`config.mk`:
```
export PLATFORM = sky130hd
export DESIGN_NAME = mul_border_ctrl
export DESIGN_NICKNAME = d
export VERILOG_FILES = /design/src/rtl/mul_border_ctrl.sv
export SDC_FILE = /design/constraint.sdc
export NUM_CORES = 1
export LEC_CHECK = 0
export CAP_MARGIN = 20
export CORE_AREA = 2 2 112 114
export DETAILED_ROUTE_END_ITERATION = 7
export DIE_AREA = 0 0 114 116
export HOLD_SLACK_MARGIN = 0.05
export PLACE_DENSITY = 0.62
export SLEW_MARGIN = 0
export SYNTH_ARGS = -nofsm -noshare
export SYNTH_HDL_FRONTEND = slang
export SYNTH_SLANG_ARGS = --single-unit
```
`constraint.sdc`:
```
create_clock -name clk -period 6.34 [get_ports clk]
set_clock_uncertainty 0.05 [all_clocks]
set_input_delay 1.268 -clock clk [delete_from_list [all_inputs] [get_ports clk]]
set_output_delay 1.268 -clock clk [all_outputs]
set_load 0.01 [all_outputs]
```
`src/rtl/mul_border_ctrl.sv`:
```
// Job sequencer for one rate-coded border multiplier cell: holds an operand pair
// on the cell for 2^len cycles, counts the output bitstream and returns the result.
module mul_border_ctrl #(
  parameter int WIDTH       = 16,
  parameter int LEN_LOG_MAX = 8
) (
  input  logic                   clk,
  input  logic                   rst_n,
  input  logic                   flush,
  input  logic                   in_valid,
  output logic                   in_ready,
  input  logic [WIDTH-1:0]       in_data_i,
  input  logic [WIDTH-1:0]       in_data_w,
  input  logic [3:0]             in_len_log,
  output logic [WIDTH-1:0]       mul_data_i,
  output logic [WIDTH-1:0]       mul_data_w,
  input  logic                   mul_bit,
  output logic                   busy,
  output logic                   out_valid,
  input  logic                   out_ready,
  output logic [LEN_LOG_MAX:0]   out_ones,
  output logic [LEN_LOG_MAX+1:0] out_bip,
  output logic [3:0]             out_len_log
);

  localparam int CW = LEN_LOG_MAX;
  localparam int OW = LEN_LOG_MAX + 1;
  localparam int BW = LEN_LOG_MAX + 2;

  typedef enum logic [1:0] {IDLE, RUN, DONE} state_e;

  state_e          state_q, state_d;
  logic [CW-1:0]   cnt_q, cnt_d;
  logic [OW-1:0]   ones_q, ones_d;
  logic [BW-1:0]   bip_q, bip_d;
  logic [3:0]      len_q, len_d;
  logic [WIDTH-1:0] data_i_q, data_i_d, data_w_q, data_w_d;
  logic            busy_q, busy_d, valid_q, valid_d;

  logic [3:0]      len_clamp;
  logic [OW-1:0]   n_full;
  logic [CW-1:0]   cnt_load;
  logic [OW-1:0]   ones_inc;
  logic            in_fire;

  // rst_n gates in_ready so the scheduler never sees a ready while the block is held in reset.
  assign in_ready = rst_n & ~flush & ((state_q == IDLE) | ((state_q == DONE) & out_ready));
  assign in_fire  = in_valid & in_ready;

  assign len_clamp = (in_len_log > 4'(LEN_LOG_MAX)) ? 4'(LEN_LOG_MAX) : in_len_log;
  assign n_full    = OW'(1) << len_clamp;
  assign cnt_load  = CW'(n_full - OW'(1));
  assign ones_inc  = ones_q + OW'(mul_bit);

  always_comb begin
    // NOTE: every next-state signal gets a default first, so no path can infer a latch.
    state_d  = state_q;
    cnt_d    = cnt_q;
    ones_d   = ones_q;
    bip_d    = bip_q;
    len_d    = len_q;
    data_i_d = data_i_q;
    data_w_d = data_w_q;
    busy_d   = busy_q;
    valid_d  = valid_q;

    case (state_q)
      RUN: begin
        ones_d = ones_inc;
        if (cnt_q == '0) begin
          state_d = DONE;
          busy_d  = 1'b0;
          valid_d = 1'b1;
          // Modulo-2^BW arithmetic lands on the right signed value since the result is within +-N.
          bip_d   = BW'({ones_inc, 1'b0}) - (BW'(1) << len_q);
        end else begin
          cnt_d = cnt_q - CW'(1);
        end
      end
      DONE: begin
        if (!in_fire && out_ready) begin
          state_d = IDLE;
          valid_d = 1'b0;
        end
      end
      default: state_d = IDLE;
    endcase

    // A same-cycle result handshake in DONE chains straight into the new job.
    if (in_fire) begin
      state_d  = RUN;
      busy_d   = 1'b1;
      valid_d  = 1'b0;
      data_i_d = in_data_i;
      data_w_d = in_data_w;
      len_d    = len_clamp;
      cnt_d    = cnt_load;
      ones_d   = '0;
      bip_d    = '0;
    end

    if (flush) begin
      state_d = IDLE;
      busy_d  = 1'b0;
      valid_d = 1'b0;
      cnt_d   = '0;
      ones_d  = '0;
      bip_d   = '0;
    end
  end

  // NOTE: sequential state uses non-blocking assignments so all flops update together at the edge.
  always_ff @(posedge clk or negedge rst_n) begin
    if (!rst_n) begin
      state_q  <= IDLE;
      cnt_q    <= '0;
      ones_q   <= '0;
      bip_q    <= '0;
      len_q    <= '0;
      data_i_q <= '0;
      data_w_q <= '0;
      busy_q   <= 1'b0;
      valid_q  <= 1'b0;
    end else begin
      state_q  <= state_d;
      cnt_q    <= cnt_d;
      ones_q   <= ones_d;
      bip_q    <= bip_d;
      len_q    <= len_d;
      data_i_q <= data_i_d;
      data_w_q <= data_w_d;
      busy_q   <= busy_d;
      valid_q  <= valid_d;
    end
  end

  assign mul_data_i  = data_i_q;
  assign mul_data_w  = data_w_q;
  assign busy        = busy_q;
  assign out_valid   = valid_q;
  assign out_ones    = ones_q;
  assign out_bip     = bip_q;
  assign out_len_log = len_q;

endmodule
```
==> results.yml <==
status:
  outcome: "complete, no violations"
grt:
  antenna_found_initial: 0
  grt_max_degree: 51
  grt-ovfl-total: 0
  track_usage: 0.153
  grt_pass1_vias: 3272
  grt_pass1_wl_mm: 16.0
timing:
  final.setup.tns_ps: 0
  final.min_clock_period_ps: 4180
  relSlewSlack: 0.342
  post-route-period-util: 0.660
  setup_violations: 0
  fmax_mhz: 239
  hold_viol: 0
  rsz0062_at_grt: "no"
  slew_viol_final: 0
  setup_ws_ps: 2160
  worst_pin_slew_ps: 987
logic_synthesis:
  synthCells: 405
  yosysTopAreaCell: "dfrtp_1"
  synth_top_area_share: 0.473
  postSynthAreaPerCell_um2: 8.76
  async_flop_share: 1.00
  yosys-top-cells-area: "dfrtp_1, nand2_1, ha_1"
  ys_ff_latch: 67
  synth_edf_count: 0
  synthFlopType: "dfrtp_1"
  ys_seq_area_frac: 0.473
  synth_nets: 459
  netlist_area_um2: 3550
  ys_types: 53
  ys_warn_count: 0
power_and_ir_drop:
  p_sw_uw: 508
  seqPwrFrac: 0.355
  p_clk_frac: 0.344
  p_int_mw: 1.10
  irDropWorstVdd_mv: 0.164
  p_per_area_nw_per_um2: 322
  swShare: 0.316
  design_power_total_mw: 1.61
  combinationalPowerShare: 0.301
  p_leak_nw: 2.26
routing:
  wire_per_inst_um: 14.6
  vias_per_cell: 4.95
  post-route-drc-count: 0
  drt-pass1-iter-count: 4
  drtIter0Drc: 169
  ant_nets: 0
  via_count: 3230
  wirelength_mm: 9.50
placement:
  dpl.hpwl_mm: 6.80
  place_congestion: 0.946
  portBuffers: 99
  placed_cells: 636
  place_ws_ps: 1690
cts:
  cts_hold_buf: 0
  cts_tree: "done"
  clock_latency_ps: 330
  cts_made_buffers: 9
  postCtsSetupBuffers: 0
  clock_sinks: 67
  clk_path_buf_depth: 2
  cts-root-buf: "clkbuf_16"
  clk_pin_slew_ps: 60
  cts_resized: 0
  cts_max_level: 3
floorplan:
  dieWidth_um: 114
  rows: 40
  ioPinCount: 100
  fp.coreArea_um2: 11900
  dieArea_um2: 13200
  dieHeight_um: 116
  start_util: 0.298
layout:
  fillers: 1198
  instances_no_fill: 652
  syn_to_final_growth_pct: 41.0
  antenna_cells: 0
  nets: 554
  drive_gt1_frac: 0.0554
setup_path:
  cp.arrival_ps: 4390
  crit_required_ps: 6550
  worstReg2RegStart: "state_q[0]"
  start_kind: "input pin"
  endpoint: "cnt_q[6]"
  cp-startpoint: "rst_n"
  r2r_end: "cnt_q[4]"
  cp_max_fo: 44
  reg2reg_depth: 7
  end_kind: "flop"
  path_class: "in2reg"
  reg2reg_slack_ps: 3360
flow_run:
  max_cap_violations: 0
min_path:
  hp-class: "reg2reg"
## power by group through the flow
stage / Sequential [mW] / Combinational, mW / Clock [mW]
4_1_cts: 0.570 / 0.488 / 0.569
3_5_place_dp: 0.573 / 0.486 / 0
3_3_place_gp: 0.577 / 0.476 / 0
2_1_floorplan: 0.590 / 0.241 / 0
6_report: 0.571 / 0.485 / 0.553
5_1_grt: 0.583 / 0.536 / 0.587
## cell type report
| type | instances | area (µm²) | share of cell area |
|---|---|---|---|
| inverter | 2 | 7.51 | 0.00150 |
| multi-input combinational | 318 | 1790 | 0.358 |
| clock inverter | 7 | 106 | 0.0213 |
| timing repair buffer | 102 | 1010 | 0.202 |
| sequential | 67 | 1680 | 0.335 |
| clock buffer | 9 | 225 | 0.0450 |
| tap | 147 | 184 | 0.0368 |
## state kept, by name (all words and copies together) (netlist names)
name	count
out_valid	1
out_bip	10
cnt_q	8
state_q	2
out_len_log	4
mul_data_w	16
out_ones	9
mul_data_i	16
busy	1
## cell usage after synthesis, types with 2 or more instances
library cell / count
nand3_1: 14
a21oi_1: 9
inv_1: 2
xor2_1: 4
nor2b_1: 4
buf_2: 5
clkbuf_1: 12
or4_1: 5
a21o_1: 3
o31ai_1: 5
ha_1: 11
a211oi_1: 4
nand2b_1: 4
a21boi_0: 2
a31oi_1: 2
nor3_1: 7
nand2_1: 136
o211ai_1: 3
xnor2_1: 10
nand3b_1: 2
o21ai_1: 2
nor2_1: 20
a221o_1: 2
a22o_1: 8
o21ai_0: 22
dfrtp_1: 67
mux2i_1: 3
and3_1: 7
and2_1: 5
a221oi_2: 2
## metal layers
metal / GRT usage / routed length [µm] / vias up
li1: - / - / 1586
met1: 0.200 / 4400 / 1527
met2: 0.241 / 4320 / 109
met3: 0.0518 / 688 / 8
met4: 0.0431 / 92 / 0
met5: 0 / 0 / -
## worst max-delay path: stages
cell      delay, ps
buf_2           580
buf_4           540
nand2_1         210
nor3_4          140
buf_4           420
nand4b_1        140
a21boi_0        150
ha_1            350
nor3_1          170
a21oi_1          60
o21ai_0         170
nand2_1          70
nand3_1         100
## worst min path at each step
| stage | from | endpoint | cells past startpoint |
|---|---|---|---|
| 2_1_floorplan | cnt_q[7] | cnt_q[7] | 2 |
| 3_3_place_gp | out_bip[8] | out_bip[8] | 2 |
| 3_5_place_dp | mul_data_w[1] | mul_data_w[1] | 2 |
| 4_1_cts | mul_data_w[1] | mul_data_w[1] | 2 |
| 5_1_grt | mul_data_w[2] | mul_data_w[2] | 2 |
| 6_report | out_bip[8] | out_bip[8] | 2 |
## cells by family (layout without fill, tap and decap cells)
logic type,after synthesis,in the layout,share of synthesized area
AO/OA/AOI/OAI,73,73,0.143
XOR/XNOR,14,14,0.0346
adder cells (fa/ha/maj),12,12,0.0445
buffers and inverters,20,120,0.0233
flip-flops,67,67,0.473
multiplexers,3,3,0.00847
AND/OR/NAND/NOR,216,216,0.273
## placed cells by master (no fill, tap or decap), types with 5 or more instances in the layout
| cell type | instances |
|---|---|
| nand2_1 | 136 |
| clkdlybuf4s50_1 | 98 |
| dfrtp_1 | 67 |
| o21ai_0 | 22 |
| nor2_1 | 20 |
| nand3_1 | 13 |
| ha_1 | 11 |
| xnor2_1 | 10 |
| a21oi_1 | 9 |
| clkbuf_16 | 9 |
| a22o_1 | 8 |
| and3_1 | 7 |
| nor3_1 | 7 |
| and2_1 | 5 |
| or4_1 | 5 |
| o31ai_1 | 5 |
## metrics by stage
step / hold slack [ps] / util / area [µm²]
global placement: 411 / 0.392 / 4670
detailed placement: 411 / 0.392 / 4670
finish: 423 / 0.420 / 5000
CTS: 426 / 0.420 / 5000
global route: 458 / 0.420 / 5000
floorplan: 413 / - / 3550
Power figures use the tool's default switching activity.
